--- config.mk ---
export PLATFORM = sky130hd
export DESIGN_NAME = pipe_downsizer
export DESIGN_NICKNAME = d
export VERILOG_FILES = /design/src/rtl/pipe_pkg.sv /design/src/rtl/pipe_downsizer.sv
export SDC_FILE = /design/constraint.sdc
export NUM_CORES = 1
export LEC_CHECK = 0
export ABC_AREA = 0
export CAP_MARGIN = 10
export CORE_ASPECT_RATIO = 1.4
export CORE_MARGIN = 5
export CORE_UTILIZATION = 45
export CTS_BUF_LIST = sky130_fd_sc_hd__clkbuf_4 sky130_fd_sc_hd__clkbuf_8
export DETAILED_ROUTE_END_ITERATION = 12
export DONT_BUFFER_PORTS = 1
export PLACE_DENSITY = 0.59
export SLEW_MARGIN = 30
export SYNTH_ARGS = -nofsm -noshare
export SYNTH_HDL_FRONTEND = slang
export SYNTH_SLANG_ARGS = --single-unit
--- constraint.sdc ---
create_clock -name clk -period 4.8 [get_ports clk]
set_clock_uncertainty 0.05 [all_clocks]
set_input_delay 0.72 -clock clk [delete_from_list [all_inputs] [get_ports clk]]
set_output_delay 0.72 -clock clk [all_outputs]
set_load 0.01 [all_outputs]
--- src/rtl/pipe_pkg.sv ---
// Shared stream constants for the SoftMC instruction/readback paths and a
// small width helper used to size beat counters.
package pipe_pkg;

    localparam int INSN_WIDTH    = 256;
    localparam int RB_BEAT_WIDTH = 64;

    typedef enum logic {
        ST_EMPTY = 1'b0,
        ST_FULL  = 1'b1
    } ds_state_e;

    // A counter over n values needs at least one bit, even when n <= 2.
    function automatic int clog2_min1(input int n);
        return (n <= 2) ? 1 : $clog2(n);
    endfunction

endpackage

--- src/rtl/pipe_downsizer.sv ---
// Width downsizer: holds one wide word and emits it as RATIO narrow beats,
// lowest slice first, optionally swallowing all-zero pad words.
module pipe_downsizer
    import pipe_pkg::*;
#(
    parameter int IN_WIDTH  = INSN_WIDTH,
    parameter int OUT_WIDTH = RB_BEAT_WIDTH,
    parameter int DROP_ZERO = 1
) (
    input  logic                 clk,
    input  logic                 rstn,
    input  logic                 in_valid,
    input  logic [IN_WIDTH-1:0]  in_data,
    output logic                 in_ready,
    output logic                 out_valid,
    output logic [OUT_WIDTH-1:0] out_data,
    input  logic                 out_ready,
    output logic                 out_last,
    output logic                 busy
);

    localparam int RATIO = IN_WIDTH / OUT_WIDTH;
    localparam int IDX_W = clog2_min1(RATIO);
    localparam logic [IDX_W-1:0] LAST_IDX = IDX_W'(RATIO - 1);

    generate
        if ((IN_WIDTH % OUT_WIDTH) != 0 || RATIO < 2) begin : g_bad_cfg
            $error("pipe_downsizer: IN_WIDTH must be a multiple (>=2x) of OUT_WIDTH");
        end
    endgenerate

    ds_state_e                     state_q, state_d;
    logic [IDX_W-1:0]              idx_q, idx_d;
    logic [RATIO-1:0][OUT_WIDTH-1:0] word_q, word_d;

    logic last_beat;
    logic out_fire;
    logic in_fire;
    logic in_drop;
    logic load;

    assign last_beat = (state_q == ST_FULL) && (idx_q == LAST_IDX);
    assign out_fire  = (state_q == ST_FULL) && out_ready;
    assign in_fire   = in_valid && in_ready;
    assign in_drop   = (DROP_ZERO != 0) && (in_data == '0);
    assign load      = in_fire && !in_drop;

    // FSM: state register
    always_ff @(posedge clk or negedge rstn) begin
        if (!rstn) begin
            state_q <= ST_EMPTY;
        end else begin
            state_q <= state_d;
        end
    end

    // FSM: next state
    always_comb begin
        state_d = state_q;
        case (state_q)
            ST_EMPTY: begin
                if (load) state_d = ST_FULL;
            end
            ST_FULL: begin
                // A dropped zero word arriving on the last beat still empties us.
                if (out_fire && last_beat) state_d = load ? ST_FULL : ST_EMPTY;
            end
            default: state_d = ST_EMPTY;
        endcase
    end

    // FSM: outputs. in_ready looks at out_ready so the next word can land
    // in the same cycle the last beat leaves.
    always_comb begin
        out_valid = (state_q == ST_FULL);
        busy      = (state_q == ST_FULL);
        out_last  = last_beat;
        in_ready  = (state_q == ST_EMPTY) || (out_fire && last_beat);
        out_data  = word_q[idx_q];
    end

    always_comb begin
        idx_d  = idx_q;
        word_d = word_q;
        if (load) begin
            word_d = in_data;
            idx_d  = '0;
        end else if (out_fire && !last_beat) begin
            idx_d = idx_q + IDX_W'(1);
        end
    end

    always_ff @(posedge clk or negedge rstn) begin
        if (!rstn) begin
            idx_q  <= '0;
            word_q <= '0;
        end else begin
            idx_q  <= idx_d;
            word_q <= word_d;
        end
    end

endmodule

==> metrics.yaml <==
sta:
  hold_viol: 259
  rsz0062_at_grt: "false"
  fin_crit_sh: 0.711
  drv_slew: 0
  setup_violations: 0
  hold_ws_ps: -186
  worstMarginPinSlew_ps: 797
  finalCriticalPeriod_ps: 3410
  fmax_mhz: 293
  setup-tns-final_ps: 0
  relSlewSlack: 0.469
  finalWorstSetupSlack_ps: 1390
clock_network:
  htree_levels: 2
  cts_tree: "yes"
  root_buffer: "clkbuf_8"
  post-cts-setup-buffers: 0
  clockBufferDepth: 3
  cts_buffers: 42
  clkSlewWorstSetupHoldPaths_ps: 60
  cts_resized: 0
  insertion_delay_ps: 580
  cts_sinks: 259
power:
  p_per_area_nw_per_um2: 728
  vdd_drop_max_v: 0.000366
  p_sw_w: 0.00296
  p_leak_nw: 5.14
  p_sw_frac: 0.316
  pwr-share-comb: 0.351
  p_int_w: 0.00640
  power_frac_clock: 0.220
  pwr-share-seq: 0.429
finish:
  drive_above_1_share: 0.538
  syn2layout_area_growth_pct: 9.11
  nFillCells: 2214
  final_cells: 1083
  final_nets: 989
  multiInputGateArea_um2: 4950
  final_area_um2: 12900
  seq_area_um2: 6490
  antenna_cells: 0
route:
  drtAntennaViolNets: 0
  vias: 6705
  drtPass1Iterations: 4
  drtIter0Drc: 256
  totalWireLength_um: 33500
  wl_per_cell_um: 30.9
  drc: 0
  vias_per_cell: 6.19
critical_path:
  crit_type: "flop to output pin"
  required_ps: 4030
  r2r-start: "idx_q[0]"
  path_cells: "buf_4 > mux4_2"
  cp_slowest_cell: "dfrtp_4"
  startpoint_type: "flop"
  worstPathMaxFanout: 36
  cp-endpoint: "out_data[60]"
  reg2reg_slack_ps: 1920
  r2r_cells: 6
  cp-end-kind: "output pin"
  r2r-end: "word_q[70]"
  crit_start: "idx_q[0]"
  max_stage_delay_ps: 940
  cp.arrival_ps: 2640
synthesis:
  syn_area_um2: 11800
  ys_top_cells_by_area: "dfrtp_1, mux2_2, mux4_2"
  synth_edf_count: 0
  ys_warn_count: 0
  synth_area_leader_cell: "dfrtp_1"
  synth_xor_area_frac: 0.000743
  synthAdderAreaFrac: 0.00106
  synth_async_sr_flop_share: 1.00
  synth_flop_cell: "dfrtp_1"
  syn_inst: 718
  synth-compound-area-share: 0.00106
  syn_area_per_cell_um2: 16.4
  ys_types: 17
  syn_nets: 979
  yosys.area_share.simple: 0.0481
  synth_top_family_by_area: "multiplexers"
  ys_top_cells_by_count: "dfrtp_1, mux2_2, nor4_1, mux4_2, buf_6"
  synth.area.mux_share: 0.368
  ys_seq_area_frac: 0.550
  netlist.area_leader.share: 0.550
  synthMostInstantiatedCell: "dfrtp_1"
  ys_seq_elements: 259
die:
  core_area_um2: 26000
  fp.dieArea_um2: 29600
  die_x_um: 147
  rows: 70
  die_h_um: 201
  io_pins: 328
  start_util: 0.453
flow_run:
  cap_violations: 0
placed_design:
  portBuffers: 0
  post-place-ws_ps: 906
  gp_routability_congestion: 0.843
  dp.cells: 1008
  place.detailed.hpwl_um: 25300
  place_area_um2: 12000
run_status:
  outcome: "complete, but fails checks"
  violations: "hold timing"
grt:
  grt_use_met1: 0.241
  grt_pass1_wl_um: 50500
  busiest_layer: "met2"
  grt_max_degree: 260
  grt_util_all_layers: 0.226
  antenna_found_initial: 0
  grt_util_met2: 0.402
  gr-total-overflow: 0
  use_met3: 0.0964
  grt_pass1_vias: 7754
hold_path:
  hold_path.class: "input port to asynchronous set/reset pin"
## logic make-up after synthesis
group,count (synthesis)
compound gates,2
xor+xnor,1
fa+ha+maj,1
buf+inv,43
flops,259
mux,321
simple gates,91
## final cells by class
cell class / count / area share
clock inverters: 16 / 0.0127
well taps: 324 / 0.0315
clock buffers: 59 / 0.0578
multi-input cells: 416 / 0.385
repair buffers: 9 / 0.00847
flip-flops and latches: 259 / 0.505
## flip-flops by register name (all words and copies together), names as in the netlist
register	flops
busy	1
idx_q	2
word_q	256
## worst min path at each step
stage	from	endpoint
after detailed placement	rstn	word_q[208]
after global routing	rstn	word_q[64]
after floorplan	rstn	busy
after CTS	rstn	word_q[196]
final	rstn	word_q[208]
after global placement	rstn	word_q[16]
## cell usage in the layout, fill, tap and decap left out, types with 2 or more instances in the layout
master	count
nand4_1	17
buf_4	5
mux2_2	256
a31oi_1	2
nand2_1	3
clkinvlp_4	2
buf_12	3
clkinv_2	10
mux4_2	64
nor4_1	67
bufinv_16	3
dfrtp_1	257
clkbuf_4	11
clkbuf_8	48
dfrtp_4	2
## power by group through the flow
stage          logic, W  registers [W]  clock network [W]
2_1_floorplan   0.00298        0.00367                  0
5_1_grt         0.00351        0.00414            0.00222
6_report        0.00329        0.00402            0.00206
3_3_place_gp    0.00324        0.00395                  0
3_5_place_dp    0.00332        0.00404                  0
4_1_cts         0.00334        0.00401            0.00212
## through the flow
step                      hold WS (ps)  power, W   util
after detailed placement           384   0.00737  0.459
after floorplan                    374   0.00664      -
after CTS                         -253   0.00947  0.494
after global routing              -224   0.00987  0.494
after global placement             384   0.00719  0.459
final                             -186   0.00936  0.494
## per-layer routing
metal,wire length [um],vias up
met5,0,-
met4,1050,0
met3,3440,62
met2,17800,298
met1,11200,3520
li1,-,2825
## critical path, delay by kind of cell (launching register included)
family,cells,cell delay (ps)
flops,1,940
mux,1,620
buf+inv,1,470
No activity file was read; power rests on OpenSTA's default activity.
